[src/rtl/sdram_test_pat.sv]
// Test pattern generator: data(i) = (run_id << 8) + i, modulo 2^DATA_W.
// Purely combinational so the write and read sides stay bit-identical.
module sdram_test_pat #(
   parameter int DATA_W = 16
) (
   input  logic [7:0]        run_id,
   input  logic [15:0]       idx,
   output logic [DATA_W-1:0] data
);

   assign data = DATA_W'({run_id, 8'h00}) + DATA_W'(idx);

endmodule

[config.mk]
export PLATFORM = sky130hd
export DESIGN_NAME = sdram_test_pat
export DESIGN_NICKNAME = d
export VERILOG_FILES = /design/src/rtl/sdram_test_pat.sv
export SDC_FILE = /design/constraint.sdc
export NUM_CORES = 1
export LEC_CHECK = 0
export BUFFER_PORTS_ARGS = -buffer_cell sky130_fd_sc_hd__buf_2
export CAP_MARGIN = 40
export CORE_AREA = 4 4 41 43
export DETAILED_ROUTE_END_ITERATION = 8
export DIE_AREA = 0 0 45 47
export PLACE_DENSITY = 0.69
export RECOVER_POWER = 25
export SYNTH_ARGS = -nofsm -noshare
export SYNTH_HDL_FRONTEND = slang
export SYNTH_SLANG_ARGS = --single-unit
[constraint.sdc]
create_clock -name vclk -period 4.3
set_input_delay 1.075 -clock vclk [all_inputs]
set_output_delay 1.075 -clock vclk [all_outputs]
set_load 0.01 [all_outputs]
# Word-level counts from Yosys, hierarchy flattened
# Cells that the tools add are included.
# classes
n_addsub,1
# ops
op,count
$add A16 B16 Y16,1
# word_totals
ff_bits,0
input_bits,24
word_cells,1

# Depth between registers and ports, before layout
# Gate-level depths: netlist of the first run.
# logic_depth
depth_word,1
mapped_depth,6

# Worst setup path after synthesis of the first run
# Ideal clock, no wire load.
# synth_timing
path_kind,input port to output port
from,input run_id[0]
to,output data[14]
arrival_time_ns,2.279
slack_ns,0.946
cell_stages,6
path_buffers,0
path_cell_list,ha_1 inv_1 fa_1 nor2b_4 o31a_1 o311ai_1
# synth_between
elab_chain_cells,1
# synth_rtl
element,line_no,rtl
"start, declared",6,"input logic [7:0] run_id,"
$add A16 B16 Y16,11,"assign data = DATA_W'({run_id, 8'h00}) + DATA_W'(idx);"
"end, declared",8,output logic [DATA_W-1:0] data
# No other way between the ends.

# Worst setup path after layout of the first run
# Ends and elaborated chain as after synthesis.

==> impl_metrics.tcl, run 1 <==
set metrics [dict create \
    status "complete, no violations" \
    cp_data_arrival_time_ns 2.43 \
    nClkBuffers 0 \
    crit_path_frequent_cell "buf_2" \
    worst_setup_path_end_kind "output pin" \
    synth_area_um2 392 \
    synth_cell_type_count 24 \
    die_y_um 47 \
    io_pins 40 \
    maxCapViolCount 0 \
    slew_headroom 0.757 \
    fin_setup_tns_ns 0 \
    initial_core_util 0.301 \
    ff_latch_area_um2 0 \
    layout_common_cells "buf_2, ha_1, inv_1, a21oi_1, o211ai_1" \
    setup_viol 0 \
    critPathLaunchType "input port" \
    grt_pass1_vias 351 \
    grt_usage 0.0764 \
    critPathMaxStageDelay_ns 0.25 \
    wirelength_um 876 \
    routabilityCongestion 0.657 \
    synthCells 50 \
    vias 409 \
    cp.required_ns 3.22 \
    grt_pass1_wl_um 1310 \
    placed_cells 81 \
    period_share 0.815 \
    fin_cells 81 \
    synth_nets 82 \
    die_area_um2 2120 \
    hold_path_class "in2out" \
    areaGrowthSynthToFinish_pct 20.1 \
    crit_fanout 3 \
    synth_area_leaders "ha_1, buf_4, a21oi_1" \
    finalHoldViolations 0 \
    drc 0 \
    cts.repair.resized 0 \
    period_needed_ns 3.50 \
    power.density_nw_per_um2 152 \
    total_power_mw 0.0713 \
    routed_via_density 5.05 \
    drtAntennaViolNets 0 \
    path_buf_inv 3 \
    ys_seq_area_frac 0 \
    slew_violations 0 \
    post_cts_buffers 0 \
    num-fill-cells 144 \
    layout_commonest_cell "buf_2" \
    rsz0062_at_grt "no" \
    nets 100 \
    synth_top_area_frac 0.224 \
    tightest_slew_ns 0.362 \
    drtIter0Drc 1 \
    wl_per_cell_um 10.8 \
    seq_cells 0 \
    row_count 13 \
    crit_chain "buf_2 -> ha_1 -> inv_1 -> fa_1 -> nor2b_4 -> o31a_1 -> o311ai_1 -> buf_2" \
    antenna_cells 0 \
    synth_largest_area_cell "ha_1" \
    dpl.hpwl_um 784 \
    syn_area_per_cell_um2 7.83 \
    portBuffers 24 \
    fin_hold_ws_ns 2.15 \
    dr.pass1.iters 4 \
    irDropWorstVdd_mv 0.0530 \
    ctsHoldBuffers 0 \
    criticalPathCategory "in2out" \
    antenna_found_initial 0 \
    coreArea_um2 1300 \
    max_freq_ghz 0.285 \
    die_w_um 45 \
    path_delay_family "compound AO/OA/AOI/OAI gates" \
    grt_max_degree 7 \
    p_leak_nw 0.242 \
    grt_overflow 0 \
    yosys_warnings 0 \
    drive_above_1_share 0.379 \
    crit_slowest_cell "o31a_1" \
]
## cell families (layout without fill, tap and decap cells)
family | Yosys count | count (layout) | share of synthesized area
AOI/OAI and AO/OA | 18 | 18 | 0.316
buffers and inverters | 13 | 29 | 0.201
adders and majority gates | 8 | 8 | 0.275
and+or+nand+nor | 7 | 7 | 0.118
xor gates and xnor gates | 4 | 4 | 0.0895
## through the flow
step	worst slack [ns]	util	area [µm²]
detailed placement	0.786	0.362	470
finish	0.797	0.362	470
global placement	0.779	0.362	470
floorplan	0.946	-	392
global route	0.685	0.362	470
CTS	0.784	0.362	470
## final cells by class
| type | instances | area [µm²] | share of cell area |
|---|---|---|---|
| multi-input combinational | 37 | 313 | 0.665 |
| timing repair buffer | 24 | 120 | 0.255 |
| inverter | 5 | 18.8 | 0.0399 |
| tap | 15 | 18.8 | 0.0399 |
## routing by layer
| metal | share of wire | global-route usage |
|---|---|---|
| met1 | 0.40 | 0.0948 |
| met2 | 0.50 | 0.147 |
| met3 | 0.097 | 0.0115 |
| met4 | 0 | 0 |
| met5 | 0 | 0 |
## synthesized netlist by cell type
cell type,number
o21ai_0,2
nor3b_1,1
xnor2_1,2
o211ai_1,3
a21oi_1,5
a21o_1,1
nor2_1,1
o2bb2ai_1,1
buf_4,8
nor3_1,1
nand2_1,1
nor2b_4,1
a221oi_1,1
ha_1,7
fa_1,1
nor2b_1,1
a211oi_1,1
xor2_1,2
o31a_1,1
o311ai_1,1
o21a_1,1
inv_1,5
o311ai_0,1
nand2b_1,1
## where the power goes
group,internal [mW],switching (mW),total [mW]
combinational,0.0345,0.0368,0.0713
clock,0,0,0
sequential,0,0,0
total,0.0345,0.0368,0.0713
## final timing paths
check             startpoint  depth (start not counted)       end
setup / recovery   run_id[0]                          8  data[14]
hold / removal        idx[1]                          0   data[1]
(Power assumes the default switching activity.)
==> inputs of run 2 (changes only) <==
Clock period 4.3 ns to 3.28 ns, I/O delays scaled along.
==> run 2 against run 1 <==
Compared with the run above: die area did not move; non-clock buffer count did not move; hold slack got worse by 0.51 ns; clock-buffer cell count did not move; cell area did not move; via count fell by 0.73%; cell count did not move; flip-flop and latch count did not move; critical path type unchanged; largest power group unchanged.
==> impl_metrics.tcl, run 2 (same netlist as run 1, synthesis figures left out) <==
set metrics [dict create \
    status "complete, no violations" \
    grt_max_degree 7 \
    cp_data_arrival_time_ns 2.23 \
    finalHoldViolations 0 \
    slew_headroom 0.781 \
    slew_violations 0 \
    power.density_nw_per_um2 201 \
    grt_pass1_vias 343 \
    total_power_mw 0.0946 \
    num-fill-cells 150 \
    p_switching_mw 0.0490 \
    layout_commonest_cell "buf_2" \
    grt_pass1_wl_um 1360 \
    dr.pass1.iters 3 \
    hold_path_class "in2out" \
    routed_via_density 5.01 \
    grt_usage 0.0835 \
    rsz0062_at_grt "no" \
    period_needed_ns 3.05 \
    layout_common_cells "buf_2, ha_1, inv_1, a21oi_1, o211ai_1" \
    comb_power_share 1.000 \
    multi_input_area_um2 313 \
    path_delay_family "compound AO/OA/AOI/OAI gates" \
    critPathMaxStageDelay_ns 0.26 \
    fin_setup_tns_ns 0 \
    ff_latch_area_um2 0 \
    p_leak_nw 0.242 \
    routabilityCongestion 0.657 \
    ctsHoldBuffers 0 \
    placed_cells 81 \
    wirelength_um 922 \
    critPathLaunchType "input port" \
    tightest_slew_ns 0.327 \
    crit_fanout 3 \
    wl_per_cell_um 11.4 \
    fin_cells 81 \
    criticalPathCategory "in2out" \
    drtIter0Drc 6 \
    antenna_found_initial 0 \
    cts.repair.resized 0 \
    maxCapViolCount 0 \
    max_freq_ghz 0.328 \
    post_cts_buffers 0 \
    io_pins 40 \
    p_int_mw 0.0456 \
    worst_setup_path_end_kind "output pin" \
    drtAntennaViolNets 0 \
    stdcell_area_um2 470 \
    crit_path_frequent_cell "buf_2" \
    die_y_um 47 \
    irDropWorstVdd_mv 0.0678 \
    coreArea_um2 1300 \
    drive_above_1_share 0.379 \
    nClkBuffers 0 \
    cp.required_ns 2.46 \
    seq_cells 0 \
    nets 100 \
    die_w_um 45 \
    row_count 13 \
    place_area_um2 470 \
    crit_slowest_cell "fa_1" \
    die_area_um2 2120 \
    period_share 0.929 \
    grt_overflow 0 \
    vias 406 \
    drc 0 \
    setup_viol 0 \
    swShare 0.518 \
    crit_chain "buf_2 -> ha_1 -> inv_1 -> fa_1 -> nor2b_4 -> o31a_1 -> o311ai_1 -> buf_2" \
    path_buf_inv 3 \
    power_frac_seq 0 \
    dpl.hpwl_um 823 \
    areaGrowthSynthToFinish_pct 20.1 \
    p_clk_frac 0 \
    initial_core_util 0.301 \
    portBuffers 24 \
    antenna_cells 0 \
]
-- run 2: cell counts in the layout (fill, tap and decap cells not counted) --
Identical to the previous run, type by type.
-- run 2: power by group through the flow --
stage	sequential, mW	combinational, mW	clock [mW]
2_1_floorplan	0	0.0708	0
4_1_cts	0	0.0961	0
3_5_place_dp	0	0.0953	0
5_1_grt	0	0.106	0
6_report	0	0.0946	0
3_3_place_gp	0	0.0927	0
-- run 2: layout make-up --
class / count / area share
repair buffers: 24 / 0.255
inverters: 5 / 0.0399
well taps: 15 / 0.0399
multi-input cells: 37 / 0.665
-- run 2: final timing paths --
path / startpoint / end / cells after the start
min: idx[1] / data[1] / 0
max: run_id[0] / data[14] / 8
-- run 2: through the flow --
| stage | utilization | setup slack, ns | hold slack, ns |
|---|---|---|---|
| final | 0.362 | 0.234 | 1.64 |
| after detailed placement | 0.362 | 0.223 | 1.64 |
| after global placement | 0.362 | 0.269 | 1.64 |
| after CTS | 0.362 | 0.214 | 1.64 |
| after global routing | 0.362 | 0.118 | 1.64 |
| after floorplan | - | 0.436 | 1.73 |
-- run 2: metal layers --
metal / track usage / share of wire / up-vias / wire [µm]
met1: 0.0878 / 0.38 / 168 / 350
met2: 0.153 / 0.47 / 22 / 431
met5: 0 / 0 / - / 0
met3: 0.0230 / 0.11 / 4 / 104
met4: 0.0409 / 0.039 / 0 / 36
li1: - / - / 212 / -
